===== config.mk =====
export PLATFORM = sky130hd
export DESIGN_NAME = adc_sar_ctrl
export DESIGN_NICKNAME = d
export VERILOG_FILES = /design/src/rtl/adc_sar_ctrl.sv
export SDC_FILE = /design/constraint.sdc
export NUM_CORES = 1
export LEC_CHECK = 0
export BUFFER_PORTS_ARGS = -buffer_cell sky130_fd_sc_hd__buf_2
export CORE_MARGIN = 10
export CORE_UTILIZATION = 45
export CTS_BUF_LIST = sky130_fd_sc_hd__clkbuf_4
export CTS_CLUSTER_SIZE = 14
export DETAILED_ROUTE_END_ITERATION = 16
export HOLD_SLACK_MARGIN = 0.15
export PLACE_DENSITY = 0.65
export SLEW_MARGIN = 40
export SYNTH_ARGS = -nofsm -noshare
export SYNTH_HDL_FRONTEND = slang
export SYNTH_SLANG_ARGS = --single-unit

===== constraint.sdc =====
create_clock -name clk -period 5.53 [get_ports clk]
set_input_delay 0.2765 -clock clk [delete_from_list [all_inputs] [get_ports clk]]
set_output_delay 0.2765 -clock clk [all_outputs]
set_load 0.01 [all_outputs]

===== src/rtl/adc_sar_ctrl.sv =====
// SAR ADC conversion controller.
// Takes a start request, waits for the analog macro to report ready, holds
// the sample switch for SAMPLE_CYCLES clocks, and then runs an N-step binary
// search on the DAC code using the comparator decision. The result is
// published with a one-cycle eoc strobe.
// Optional build macro ADC_SAR_CTRL_CONT_EN adds a `cont` input. With cont
// high, DONE goes straight back to SAMPLE so conversions run back to back.
//
// state      | meaning
// -----------+-----------------------------------------------------------
// S_IDLE     | waiting for start; ms_dac parked at 0
// S_WAIT_RDY | start seen while the macro was not ready; waiting for ms_rdy
// S_SAMPLE   | sample switch closed; r_cnt counts down the remaining cycles
// S_CONV     | binary search; r_bit is the bit decided at the next edge
// S_DONE     | result on ms_dac/data, eoc high for this single cycle
module adc_sar_ctrl #(
  parameter int N             = 12,
  parameter int SAMPLE_CYCLES = 4
) (
  input  logic         clk,
  input  logic         rst,
  input  logic         start,
  input  logic         ms_rdy,
  input  logic         ms_cmp,
`ifdef ADC_SAR_CTRL_CONT_EN
  input  logic         cont,
`endif
  output logic         ms_sample,
  output logic [N-1:0] ms_dac,
  output logic         busy,
  output logic         eoc,
  output logic [N-1:0] data,
  output logic         abort
);

  localparam int KW = (N > 1) ? $clog2(N) : 1;
  localparam logic [N-1:0]  LP_ONE      = {{(N-1){1'b0}}, 1'b1};
  localparam logic [N-1:0]  LP_MSB      = LP_ONE << (N - 1);
  localparam logic [KW-1:0] LP_TOP      = KW'(N - 1);
  localparam logic [7:0]    LP_SMP_LAST = 8'(SAMPLE_CYCLES - 1);

  typedef enum logic [2:0] {
    S_IDLE,
    S_WAIT_RDY,
    S_SAMPLE,
    S_CONV,
    S_DONE
  } state_t;

  state_t        r_state;
  logic [7:0]    r_cnt;
  logic [KW-1:0] r_bit;
  logic [N-1:0]  w_code;

  // Current trial code with the bit under test replaced by the comparator decision.
  always_comb begin
    w_code        = ms_dac;
    w_code[r_bit] = ms_cmp;
  end

  // Sequencer: state, counters and all registered outputs.
  always_ff @(posedge clk) begin
    if (rst) begin
      r_state   <= S_IDLE;
      r_cnt     <= '0;
      r_bit     <= '0;
      ms_sample <= 1'b0;
      ms_dac    <= '0;
      busy      <= 1'b0;
      eoc       <= 1'b0;
      data      <= '0;
      abort     <= 1'b0;
    end else begin
      eoc   <= 1'b0;
      abort <= 1'b0;
      case (r_state)
        S_IDLE: begin
          if (start) begin
            busy <= 1'b1;
            if (ms_rdy) begin
              r_state   <= S_SAMPLE;
              ms_sample <= 1'b1;
              r_cnt     <= LP_SMP_LAST;
            end else begin
              r_state <= S_WAIT_RDY;
            end
          end
        end
        S_WAIT_RDY: begin
          if (ms_rdy) begin
            r_state   <= S_SAMPLE;
            ms_sample <= 1'b1;
            r_cnt     <= LP_SMP_LAST;
          end
        end
        S_SAMPLE: begin
          if (!ms_rdy) begin
            r_state   <= S_IDLE;
            ms_sample <= 1'b0;
            ms_dac    <= '0;
            busy      <= 1'b0;
            abort     <= 1'b1;
          end else if (r_cnt == 8'd0) begin
            r_state   <= S_CONV;
            ms_sample <= 1'b0;
            ms_dac    <= LP_MSB;
            r_bit     <= LP_TOP;
          end else begin
            r_cnt <= r_cnt - 1'b1;
          end
        end
        S_CONV: begin
          if (!ms_rdy) begin
            r_state <= S_IDLE;
            ms_dac  <= '0;
            busy    <= 1'b0;
            abort   <= 1'b1;
          end else if (r_bit == '0) begin
            r_state <= S_DONE;
            ms_dac  <= w_code;
            data    <= w_code;
            eoc     <= 1'b1;
          end else begin
            ms_dac <= w_code | (LP_ONE << (r_bit - 1'b1));
            r_bit  <= r_bit - 1'b1;
          end
        end
        S_DONE: begin
`ifdef ADC_SAR_CTRL_CONT_EN
          if (cont) begin
            r_state   <= S_SAMPLE;
            ms_sample <= 1'b1;
            ms_dac    <= '0;
            r_cnt     <= LP_SMP_LAST;
          end else begin
            r_state <= S_IDLE;
            ms_dac  <= '0;
            busy    <= 1'b0;
          end
`else
          r_state <= S_IDLE;
          ms_dac  <= '0;
          busy    <= 1'b0;
`endif
        end
        default: begin
          r_state   <= S_IDLE;
          ms_sample <= 1'b0;
          ms_dac    <= '0;
          busy      <= 1'b0;
        end
      endcase
    end
  end

endmodule

# --- After elaboration in Yosys (flattened, before gate mapping) ---
# Cells that the tools add are included.
word_totals:
  ff_bits: 43
  inputBits: 5
  output_inout_bits: 28
classes:
  n_addsub: 2
  n_lt_le_gt_ge: 2
  eq_ne: 14
  shift: 1
  n_mux: 36
  bitwise_logic: 7
  n_reduce_logical: 18
ops:
  columns: ["op", "count"]
  rows:
  - ["$mux W12", 4]
  - ["$pmux W12 S3", 1]
  - ["$mux W8", 4]
  - ["$pmux W8 S3", 1]
  - ["$mux W3", 6]
  - ["$mux W4", 4]
  - ["$ne A2 B2 Y1 const B", 8]
  - ["$bwmux W12", 1]
  - ["$or A12 B12 Y12", 1]
  - ["$pmux W3 S4", 1]
  - ["$shl A1 B4 Y12 const A", 1]
  - ["$mux W1", 9]
  - ["$reduce_and A3 Y1", 3]
  - ["$logic_not A8 Y1", 1]
  - ["$pmux W4 S2", 1]
  - ["$reduce_and A4 Y1", 2]
  - ["$reduce_or A2 Y1", 4]
  - ["$sub A8 B1 Y8 const B", 1]
  - ["$eq A3 B2 Y1 const B", 2]
  - ["$ne A3 B3 Y1 const B", 2]
  - ["$not A1 Y1", 6]
  - ["$lt A4 B5 Y1 const B", 1]
  - ["$reduce_and A5 Y1", 1]
  - ["$demux W1 S4", 1]
  - ["14 further kinds", 14]

# --- Depth between registers and ports, before layout ---
logic_depth:
  word_depth: 9
  depth_mapped: 8

# --- Worst setup path after synthesis ---
# No wires, ideal clock.
synth_timing:
  kind: "flip-flop to flip-flop"
  startpoint: "register r_cnt[0]"
  endpoint: "register ms_dac[10]"
  setup_ps: 122
  t_arrival_ps: 1792
  t_required_ps: 5408
  slack_ps: 3616
  stages_incl_launch_ff: 8
  synth_period_minus_slack_ps: 1914
  path_cell_list: "dfxtp_1 inv_1 ha_1 or3b_2 o211ai_4 a21oi_2 buf_6 a221o_1"
synth_between:
  elab_chain_cells: 3
synth_rtl:
  columns: ["item", "line", "text"]
  rows:
  - ["start, declared", "51", "logic [7:0] r_cnt;"]
  - ["start signal, assigned", "109", "r_cnt <= r_cnt - 1'b1;"]
  - ["$logic_not A8 Y1", "103", "end else if (r_cnt == 8'd0) begin"]
  - ["$ne A3 B3 Y1 (no line)", null, null]
  - ["$reduce_and A2 Y1 (no line)", null, null]
  - ["end signal, assigned", "120", "ms_dac <= w_code;"]
  - ["end signal, assigned", "124", "ms_dac <= w_code | (LP_ONE << (r_bit - 1'b1));"]
  - ["end, declared", "29", "output logic [N-1:0] ms_dac,"]
# No other way between the ends.
# A chain may end at the register's enable or synchronous reset.

# --- Final worst setup path ---
layout_timing:
  startpoint: "register r_bit[1]"
  endpoint: "register data[0]"
layout_between:
  elab_chain_cells: 5
  word_cells_on_any_way: 8
  cone_classes: "order compare: 2; mux: 3; reduce/logical: 3"
layout_rtl:
  columns: ["item", "line", "text"]
  rows:
  - ["start, declared", "52", "logic [KW-1:0] r_bit;"]
  - ["start signal, assigned", "125", "r_bit <= r_bit - 1'b1;"]
  - ["$lt A4 B5 Y1 (implied by the code) / $ge A4 B1 Y1 (equally long branches)", "58", "w_code[r_bit] = ms_cmp;"]
  - ["$logic_and A1 B1 Y1 (implied by the code)", "58", null]
  - ["$mux W1 (implied by the code)", "58", null]
  - ["$demux W1 S4", "58", null]
  - ["$bwmux W12", "58", null]
  - ["end signal, assigned", "121", "data <= w_code;"]
  - ["end, declared", "32", "output logic [N-1:0] data,"]
# Parallel ways exist; a longest one is shown, timed or not.

==> metrics.csv <==
stage;metric;value;unit
status;status;completed;
detailed_routing;avgRoutedWirePerCell;15.6;um
place;port_buffers;32;
logic_synthesis;synth_area;2330;sq um
clock_tree;cts_root_buf;clkbuf_4;
clock_tree;cts_sinks;43;
sta;worst_pin_slew;795;ps
run;maxCapViolCount;0;
floorplanning;die_y;91.9;um
logic_synthesis;synth_nets;277;
detailed_routing;vias;2065;
logic_synthesis;yosysWarnings;0;
sta;final.period_utilization;46.6;%
sta;period_needed;2570;ps
detailed_routing;via_per_inst;5.83;
global_route;antenna_found_initial;0;
detailed_routing;dr.first_iter.drc_count;336;
logic_synthesis;yosysTopAreaCellShare;37.0;%
sta;slew_headroom;47.0;%
sta;hold_viol_final;0;
global_route;grt_pass1_wl;9.18;mm
clock_tree;cts_resized;0;
sta;finClkSkew;14.4;ps
clock_tree;numCtsBuffers;5;
global_route;grt_pass1_vias;1787;
worst_setup_path;slowest_delay;670;ps
sta;slew_viol_final;0;
clock_tree;htreeDepth;2;
sta;fin_setup_tns;0;ps
detailed_routing;drc;0;
logic_synthesis;synth_area_leader_cell;dfxtp_1;
worst_setup_path;crit_path_start_kind;flip-flop;
cells_and_area;nFillCells;502;
worst_setup_path;cpMaxStageDelayCell;nor2_2;
cells_and_area;drive_gt1_share;18.0;%
logic_synthesis;synthFlopType;dfxtp_1;
logic_synthesis;synth_seq_cells;43;
logic_synthesis;synth_edf_count;0;
cells_and_area;multi_input_area;1340;sq um
sta;rsz0062_at_grt;false;
power_and_ir_drop;power.leakage;1.01;nW
cells_and_area;final_cell_area;2550;sq um
global_route;overflow;0;
clock_tree;clk_pin_slew;140;ps
detailed_routing;totalWireLength;5.54;mm
sta;setup_viol;0;
detailed_routing;ant_nets;0;
sta;max_freq;388;MHz
cells_and_area;nNetsFinal;296;
clock_tree;cts_tree;built;
cells_and_area;ff_latch_area;861;sq um
logic_synthesis;avgSynthCellArea;8.82;sq um
power_and_ir_drop;power_density;242;nW/um^2
floorplanning;rows;26;
logic_synthesis;syn_inst;264;
cells_and_area;area_delta_synth_final;9.40;%
worst_setup_path;worstPathMaxFanout;23;
logic_synthesis;yosysMostFrequentCell;dfxtp_1;
global_route;grt_max_degree;28;
place;gp_congestion;0.827;
worst_setup_path;required;5770;ps
floorplanning;start_util;45.9;%
place;place_hpwl;3.89;mm
clock_tree;postCtsSetupRepairBufs;0;
global_route;grt_use_total;13.0;%
clock_tree;hold_buffers;0;
logic_synthesis;async_reset_ff_share;0;%
detailed_routing;dr.pass1.iters;5;
hold_path;hp-class;primary input to flip-flop;
worst_setup_path;crit_type;flip-flop to flip-flop;
worst_setup_path;end_kind;flip-flop;
logic_synthesis;synth_seq_area_share;37.0;%
clock_tree;clockBufferDepth;2;
floorplanning;die_w;91.9;um
power_and_ir_drop;ir_drop;0.0711;mV
clock_tree;insertion_delay;350;ps
logic_synthesis;synth_area_leaders;dfxtp_1 (37%), mux2i_1 (5.6%), ha_1 (4.3%);
floorplanning;num_io_pins;33;
worst_setup_path;crit_chain;inv_1 > ha_1 > or3b_1 > nor2_2 > mux2i_1 > nor2_1;
floorplanning;dieArea;8450;sq um
cells_and_area;antenna_cells;0;
logic_synthesis;netlist_top_cells_count;dfxtp_1 (43), nor2_1 (26), clkbuf_1 (15);
place;place_area;2490;sq um
logic_synthesis;ys_types;55;
floorplanning;core;5070;sq um
worst_setup_path;cp.arrival;2810;ps
==> layout by cell type (no fill, tap or decap), types with 2 or more instances in the layout <==
| cell | instances |
|---|---|
| a211o_1 | 2 |
| a211oi_1 | 13 |
| a21boi_0 | 4 |
| a21oi_1 | 14 |
| a221o_1 | 6 |
| a311oi_1 | 3 |
| buf_2 | 32 |
| clkbuf_4 | 6 |
| dfxtp_1 | 43 |
| ha_1 | 8 |
| inv_1 | 10 |
| mux2i_1 | 13 |
| nand2_1 | 9 |
| nand2b_1 | 5 |
| nand3_1 | 3 |
| nand3b_1 | 8 |
| nand4_1 | 2 |
| nor2_1 | 26 |
| nor3_1 | 7 |
| nor3b_1 | 7 |
| nor4_1 | 2 |
| nor4b_1 | 2 |
| o21ai_0 | 8 |
| o22ai_1 | 2 |
| o2bb2ai_1 | 5 |
| o31ai_1 | 6 |
| or3_1 | 3 |
| or3_2 | 2 |
| or3b_1 | 2 |
| or3b_2 | 2 |
| or4_1 | 5 |
==> cell families after synthesis <==
| logic type | synth area share [%] |
|---|---|
| compound gates | 23.9 |
| fa+ha+maj | 4.30 |
| buf+inv | 5.32 |
| flops | 37.0 |
| mux | 5.59 |
| simple gates | 23.9 |
==> path summary, 6_finish.rpt <==
path,slack (ps),cells after the start,start,to
setup / recovery,2960,6,r_bit[1],data[0]
hold / removal,240,3,start,busy
setup reg to reg,2960,6,r_bit[1],data[0]
hold reg to reg,480,2,ms_sample,ms_sample
==> state kept, by name, indices dropped and copies added, names as in the netlist <==
register / cells
ms_dac: 12
ms_sample: 1
busy: 1
eoc: 1
abort: 1
r_bit: 4
r_state: 3
data: 12
r_cnt: 8
==> area by class of cell <==
type / count / area share [%]
Clock inverter: 2 / 0.491
Inverter: 10 / 1.47
Tap cell: 70 / 3.44
Clock buffer: 6 / 1.77
Timing Repair Buffer: 32 / 6.29
Sequential cell: 43 / 33.8
Multi-Input combinational cell: 191 / 52.8
==> power breakdown <==
group | switching (mW) | internal (mW) | total (mW)
Clock | 0.106 | 0.0542 | 0.160
Sequential | 0.0161 | 0.322 | 0.338
Combinational | 0.0715 | 0.0470 | 0.118
Total | 0.194 | 0.423 | 0.616
==> metal layers <==
layer	vias up	share of wire (%)	global-route usage [%]
li1	1033	-	-
met1	950	49	18.7
met2	78	41	17.8
met3	4	9.0	3.99
met4	0	0.70	4.63
met5	-	0	0
==> worst max-delay path: cells and delay by family (launching register included) <==
| kind | cells | cell delay [ps] |
|---|---|---|
| adder cells (fa/ha/maj) | 1 | 410 |
| buffers and inverters | 1 | 130 |
| flip-flops | 1 | 410 |
| multiplexers | 1 | 260 |
| AND/OR/NAND/NOR | 3 | 1240 |
==> per-stage QoR <==
stage / total power [mW] / util (%) / instances / hold WS [ps] / setup slack (ps)
floorplan: 0.436 / - / 264 / 449 / 3620
global placement: 0.461 / 49.1 / 346 / 464 / 3040
detailed placement: 0.462 / 49.1 / 346 / 474 / 2930
CTS: 0.623 / 50.2 / 354 / 235 / 2940
global route: 0.652 / 50.2 / 354 / 248 / 2720
finish: 0.616 / 50.2 / 354 / 239 / 2960
Note: power is estimated with default switching activity, not from simulation.
